<file path="config.mk">
export PLATFORM = sky130hd
export DESIGN_NAME = init_sequencer
export DESIGN_NICKNAME = d
export VERILOG_FILES = /design/src/rtl/init_sequencer.sv
export SDC_FILE = /design/constraint.sdc
export NUM_CORES = 1
export LEC_CHECK = 0
export ABC_AREA = 0
export BUFFER_PORTS_ARGS = -buffer_cell sky130_fd_sc_hd__buf_2
export CORE_ASPECT_RATIO = 1.4
export CORE_MARGIN = 5
export CORE_UTILIZATION = 25
export CTS_BUF_LIST = sky130_fd_sc_hd__clkbuf_4
export DETAILED_ROUTE_END_ITERATION = 8
export GPL_TIMING_DRIVEN = 0
export PLACE_DENSITY = 0.59
export SYNTH_ARGS = -nofsm -noshare
export SYNTH_HDL_FRONTEND = slang
export SYNTH_SLANG_ARGS = --single-unit
</file>
<file path="constraint.sdc">
create_clock -name clk -period 1.6 [get_ports clk]
set_input_delay 0.32 -clock clk [delete_from_list [all_inputs] [get_ports clk]]
set_output_delay 0.32 -clock clk [all_outputs]
set_load 0.03 [all_outputs]
</file>
<file path="src/rtl/init_sequencer.sv">
// Power-up initialiser: holds the core, zero-fills the register bank and data memory,
// optionally reads memory back (macro INIT_SEQ_VERIFY_EN), then reports done.
//
// state  | meaning
// ARM    | one-cycle setup after reset or restart; core held, no writes
// CLEAR  | cnt sweeps 0..max(REG_SIZE,MEMORY_SIZE)-1 writing FILL_VALUE
// VERIFY | cnt sweeps 0..MEMORY_SIZE; reads back memory, flags first bad word
// DONE   | core released; waits for start
module init_sequencer #(
  parameter int BITS        = 8,
  parameter int REG_SIZE    = 4,
  parameter int MEMORY_SIZE = 256,
  parameter logic [BITS-1:0] FILL_VALUE = '0
) (
  input  logic clk,
  input  logic rst_n,
  input  logic start,
  output logic busy,
  output logic done,
  output logic core_hold,
  output logic reg_we,
  output logic [((REG_SIZE > 1) ? $clog2(REG_SIZE) : 1)-1:0] reg_addr,
  output logic [BITS-1:0] reg_data,
  output logic mem_we,
  output logic [((MEMORY_SIZE > 1) ? $clog2(MEMORY_SIZE) : 1)-1:0] mem_addr,
  output logic [BITS-1:0] mem_data,
  input  logic [BITS-1:0] mem_rdata,
  output logic err,
  output logic [((MEMORY_SIZE > 1) ? $clog2(MEMORY_SIZE) : 1)-1:0] err_addr
);

  localparam int REG_AW   = (REG_SIZE > 1) ? $clog2(REG_SIZE) : 1;
  localparam int MEM_AW   = (MEMORY_SIZE > 1) ? $clog2(MEMORY_SIZE) : 1;
  localparam int MAX_SIZE = (REG_SIZE > MEMORY_SIZE) ? REG_SIZE : MEMORY_SIZE;
  localparam int CNT_W    = $clog2(MAX_SIZE) + 1;

  localparam logic [CNT_W-1:0] REG_LIMIT  = CNT_W'(REG_SIZE);
  localparam logic [CNT_W-1:0] MEM_LIMIT  = CNT_W'(MEMORY_SIZE);
  localparam logic [CNT_W-1:0] CLEAR_LAST = CNT_W'(MAX_SIZE - 1);

  localparam logic [1:0] ARM    = 2'd0;
  localparam logic [1:0] CLEAR  = 2'd1;
`ifdef INIT_SEQ_VERIFY_EN
  localparam logic [1:0] VERIFY = 2'd2;
`endif
  localparam logic [1:0] DONE   = 2'd3;

  logic [1:0]       state;
  logic [CNT_W-1:0] cnt;

  always_ff @(posedge clk or negedge rst_n) begin
    if (!rst_n) begin
      state <= ARM;
      cnt   <= '0;
    end else begin
      case (state)
        ARM: begin
          state <= CLEAR;
          cnt   <= '0;
        end
        CLEAR: begin
          if (cnt == CLEAR_LAST) begin
            cnt <= '0;
`ifdef INIT_SEQ_VERIFY_EN
            state <= VERIFY;
`else
            state <= DONE;
`endif
          end else begin
            cnt <= cnt + CNT_W'(1);
          end
        end
`ifdef INIT_SEQ_VERIFY_EN
        // One extra cycle past the last address to catch the final read-back word.
        VERIFY: begin
          if (cnt == MEM_LIMIT) begin
            state <= DONE;
            cnt   <= '0;
          end else begin
            cnt <= cnt + CNT_W'(1);
          end
        end
`endif
        DONE: begin
          cnt <= '0;
          if (start) state <= ARM;
        end
        default: begin
          state <= ARM;
          cnt   <= '0;
        end
      endcase
    end
  end

`ifdef INIT_SEQ_VERIFY_EN
  logic [CNT_W-1:0] chk_cnt;
  assign chk_cnt = cnt - CNT_W'(1);

  // mem_rdata belongs to the address presented one cycle earlier (cnt-1).
  always_ff @(posedge clk or negedge rst_n) begin
    if (!rst_n) begin
      err      <= 1'b0;
      err_addr <= '0;
    end else if (state == DONE && start) begin
      err      <= 1'b0;
      err_addr <= '0;
    end else if (state == VERIFY && cnt != '0 && !err && mem_rdata != FILL_VALUE) begin
      err      <= 1'b1;
      err_addr <= chk_cnt[MEM_AW-1:0];
    end
  end
`else
  logic unused_rdata;
  assign unused_rdata = ^mem_rdata;
  assign err      = 1'b0;
  assign err_addr = '0;
`endif

  always_comb begin
    busy     = (state != DONE);
    done     = (state == DONE);
    reg_we   = 1'b0;
    mem_we   = 1'b0;
    reg_addr = '0;
    mem_addr = '0;
    reg_data = FILL_VALUE;
    mem_data = FILL_VALUE;
    if (state == CLEAR) begin
      reg_we   = (cnt < REG_LIMIT);
      mem_we   = (cnt < MEM_LIMIT);
      reg_addr = cnt[REG_AW-1:0];
      mem_addr = cnt[MEM_AW-1:0];
    end
`ifdef INIT_SEQ_VERIFY_EN
    if (state == VERIFY) mem_addr = cnt[MEM_AW-1:0];
`endif
  end

  assign core_hold = busy;

endmodule

</file>
* Yosys cells after proc, flatten, opt, wreduce, memory -nomap -nowiden
Cells that the tools add are included.
Word-level totals: register bits 11, input bits 11, output and inout bits 40
Operators by class: add/sub/neg operators 1, $lt $le $gt $ge 2, equal/unequal tests 6, mux-type cells 9, reductions and logical operators 2
Operators with widths (count):
- $mux 9 | 2
- $add 9x1->9 const B | 1
- $eq 9x8->1 const B | 1
- $lt 9x3->1 const B | 1
- $lt 9x9->1 const B | 1
- $mux 8 | 1
- $mux 2 | 3
- $ne 2x2->1 const B | 3
- $pmux 2 s3 | 1
- $eq 2x1->1 const B | 1
- $eq 2x2->1 const B | 1
- $logic_not 2->1 | 1
- $mux 1 | 2
- $reduce_and 2->1 | 1

* Longest topological paths before layout
depth after elaboration 3, gate-level depth with buffers 4, depth with buffers taken out 4

* Worst setup path after synthesis
OpenSTA, ideal clock, no wires.
path type flip-flop to output port, from register state[1], to output port reg_we, arrival 1469 ps, required time 1280 ps, setup slack -189 ps, stages on the path, launching flop included 4, path buffers 0, cell sequence dfrtp_1 > nand2b_1 > nor2_1 > and3_1
On the way: word-level cells in the longest chain between the ends 2
Ends and longest elaborated chain:
- from (decl) | RTL line 48 | logic [1:0] state;
- from (signal assigned) | RTL line 53 | state <= ARM;
- from (signal assigned) | RTL line 58 | state <= CLEAR;
- from (signal assigned) | RTL line 67 | state <= DONE;
- $eq 2x1->1 | RTL line 129 | if (state == CLEAR) begin
- $mux 1 | RTL line 129
- to (decl) | RTL line 21 | output logic reg_we,
No other way between the ends.

* Final worst setup path
from register state[0], to output port reg_addr[0] (netlist bit)
On the way: word-level cells in the longest chain between the ends 2
Ends and longest elaborated chain:
- $eq 2x1->1 | RTL line 129
- $mux 2 | RTL line 129
- to (decl) | RTL line 22 | output logic [((REG_SIZE > 1) ? $clog2(REG_SIZE) : 1)-1:0] reg_addr,
No other way between the ends.

==> impl_metrics.csv <==
group,metric,value,unit
worst_setup_path,rr_worst_depth,4,
outcome,violations,"negative setup slack",
worst_hold_path,hp-class,"in2reg",
worst_setup_path,regToRegSetupSlack,0.19,ns
final_layout,n_antenna_cell,0,
worst_setup_path,crit_path_max_fanout,5,
outcome,status,"finished, violations left",
synthesis,synth-xor-area-share,3.31,%
synthesis,ys_ff_latch,11,
clock_tree,cts_buffer_depth,2,
flow_run,drv_cap,0,
worst_setup_path,start_kind,"flip-flop",
sta,max_freq,614,MHz
sta,setup_slack,-0.0275,ns
sta,layout_min_cycle_time,1.63,ns
floorplanning,die_h,76.7,um
pwr,p_per_area,1340,nW/um^2
pwr,intPower,0.903,mW
sta,whs,0.242,ns
route,drt_wl_total,1690,um
route,wl_per_cell,9.44,um
route,avgViaCountPerCell,3.70,
sta,fin_crit_sh,102,%
global_routing,grt_max_degree,12,
worst_setup_path,critPathTopFamily,"flip-flops",
floorplanning,start_util,25.6,%
clock_tree,numCtsBuffers,3,
floorplanning,die_area,4420,sq um
pwr,p_leak,0.650,nW
final_layout,design_area,1210,sq um
global_routing,antenna_found_initial,0,
route,drtAntennaViolNets,0,
route,num_vias,663,
final_layout,final_cell_mix,"buf_4, conb_1, buf_6",
worst_hold_path,hp-start,"start",
worst_setup_path,critPathSlowestCell,"dfrtp_1",
final_layout,fillerInstances,326,
final_layout,final_common_cell,"buf_4",
synthesis,synth_top_family_by_area,"buffers and inverters",
global_routing,grt_pass1_vias,611,
synthesis,yosysUniqueCellTypes,28,
placement,port_buffers,17,
global_routing,grt_pass1_wl,2760,um
floorplanning,std_cell_rows,24,
worst_setup_path,cp.buffers_inverters,3,
synthesis,syn_inst,89,
worst_setup_path,cp-end-kind,"output pin",
worst_setup_path,reg2reg_to,"cnt[3]",
sta,slew_viol_final,0,
synthesis,synth_simple_gate_area_share,21.3,%
clock_tree,clk-insertion-delay-late,0.27,ns
placement,dp_slack,0.136,ns
worst_setup_path,cpMostUsedCell,"buf_6",
clock_tree,tritoncts,"yes",
worst_hold_path,min_path_cells,2,
final_layout,fin_nets,153,
worst_hold_path,hold_end,"state[1]",
synthesis,synth-compound-area-share,9.62,%
sta,setup_viol,4,
worst_setup_path,r2r-start,"cnt[0]",
synthesis,synth_area,793,sq um
clock_tree,cts_sinks,11,
final_layout,fin_cells,179,
global_routing,overflow,0,
final_layout,drive_gt1_share,50.0,%
global_routing,grt.total_usage,8.08,%
route,first_pass_iters,4,
synthesis,synth_mux_area_share,0,%
placement,dp_cells,169,
floorplanning,num_io_pins,51,
route,drc,0,
pwr,power_switching,0.720,mW
worst_setup_path,path_cells,"nor2b_4 > buf_6 > and2_4 > buf_6 > buf_6",
sta,fin_skew,0.00173,ns
clock_tree,cts_root_buf,"clkbuf_4",
sta,timing.final.hold_violations,0,
synthesis,yosys_warnings,0,
pwr,p_clk_share,12.5,%
placement,gp_congestion,0.734,
placement,dp_hpwl,1240,um
pwr,comb_power_share,58.5,%
worst_setup_path,cp_data_arrival_time,1.31,ns
pwr,p_seq_share,29.0,%
route,dr.first_iter.drc_count,9,
final_layout,area_growth_syn_to_layout,52.5,%
synthesis,ys_seq_area_share,34.7,%
synthesis,synth_area_per_cell,8.91,sq um
pwr,swShare,44.3,%
clock_tree,cts.htree.levels,1,
sta,rsz0062_at_grt,"yes",
pwr,vdd_ir_drop_max,0.605,mV
worst_setup_path,worstSetupPathType,"reg2out",
pwr,power.total,1.62,mW
synthesis,synthAdderAreaFrac,1.58,%
worst_setup_path,slowest_delay,0.40,ns
floorplanning,core-area,3090,sq um
worst_setup_path,crit_required,1.28,ns
floorplanning,die_w,57.6,um
clock_tree,path_clk_slew,0.06,ns
placement,placed_area,1020,sq um
-- cell families after synthesis --
| logic type | Yosys count |
|---|---|
| buffers and inverters | 33 |
| AND/OR/NAND/NOR | 31 |
| flip-flops | 11 |
| AO/OA/AOI/OAI | 9 |
| XOR/XNOR | 3 |
| adder cells (fa/ha/maj) | 1 |
| other | 1 |
-- synth_stat cells --
master	number	area (sq um)
dfrtp_1	11	275
nor2_1	9	33.8
nand2b_1	1	6.26
a21oi_1	1	5.00
nand4_1	2	12.5
nand2_1	2	7.51
o31ai_2	1	12.5
a21oi_2	1	8.76
nor2b_1	1	6.26
o32ai_2	1	16.3
xnor2_1	2	17.5
conb_1	1	3.75
o221a_1	1	11.3
ha_1	1	12.5
buf_2	1	5.00
and3_1	2	12.5
or3_1	2	12.5
and2_1	6	37.5
o21a_1	1	7.51
o21ai_0	3	15.0
xor2_1	1	8.76
nand3_1	2	10.0
or2_1	1	6.26
inv_1	4	15.0
nor4_1	1	6.26
buf_4	28	210
nand3_2	1	10.0
and2_2	1	7.51
-- power groups by stage --
stage | logic (mW) | clock network [mW] | registers [mW]
floorplan | 0.621 | 0 | 0.453
global placement | 0.754 | 0 | 0.474
detailed placement | 0.766 | 0 | 0.481
CTS | 0.892 | 0.217 | 0.472
global route | 1.03 | 0.234 | 0.488
finish | 0.949 | 0.203 | 0.471
-- what timing repair did --
| action | 4_1_cts | 5_1_grt |
|---|---|---|
| endpoints found under the hold margin | 11 | 0 |
| buffers inserted | 4 | 0 |
| cloned | 1 | 0 |
| endpoints found under the setup margin | 12 | 14 |
| hold buffers | 1 | 0 |
| resized for setup | 26 | 16 |
-- sequential cells by signal, summed over array words and instances, names as in the netlist --
register,cells
cnt,9
state,2
-- worst max-delay path by stage --
stage / end / depth (start not counted) / slack (ns) / start
detailed placement: reg_addr[1] / 5 / 0.14 / state[0]
floorplan: reg_we / 3 / 0.02 / state[1]
global route: mem_addr[3] / 4 / -0.11 / state[1]
CTS: reg_we / 3 / -0.02 / cnt[2]
finish: reg_addr[0] / 5 / -0.03 / state[0]
global placement: reg_we / 3 / 0.13 / cnt[2]
-- layout make-up --
type / count / area [sq um] / share of cell area [%]
clock buffers: 4 / 30.0 / 2.48
repair buffers: 23 / 189 / 15.6
inverters: 4 / 15.0 / 1.24
multi-input cells: 69 / 420 / 34.7
flip-flops and latches: 11 / 278 / 23.0
well taps: 39 / 48.8 / 4.03
plain buffers: 29 / 229 / 18.9
-- per-layer routing --
| metal | global-route usage, % | share of wire (%) |
|---|---|---|
| met4 | 4.18 | 0.89 |
| met1 | 9.67 | 38 |
| met3 | 3.19 | 13 |
| met5 | 0 | 0 |
| met2 | 12.2 | 48 |
-- through the flow --
stage / utilization, % / setup TNS, ns
2_1_floorplan: - / 0
3_3_place_gp: 33.0 / 0
3_5_place_dp: 33.0 / 0
4_1_cts: 37.9 / -0.110
5_1_grt: 39.1 / -0.629
6_report: 39.1 / -0.0698
No activity file was read; power rests on OpenSTA's default activity.
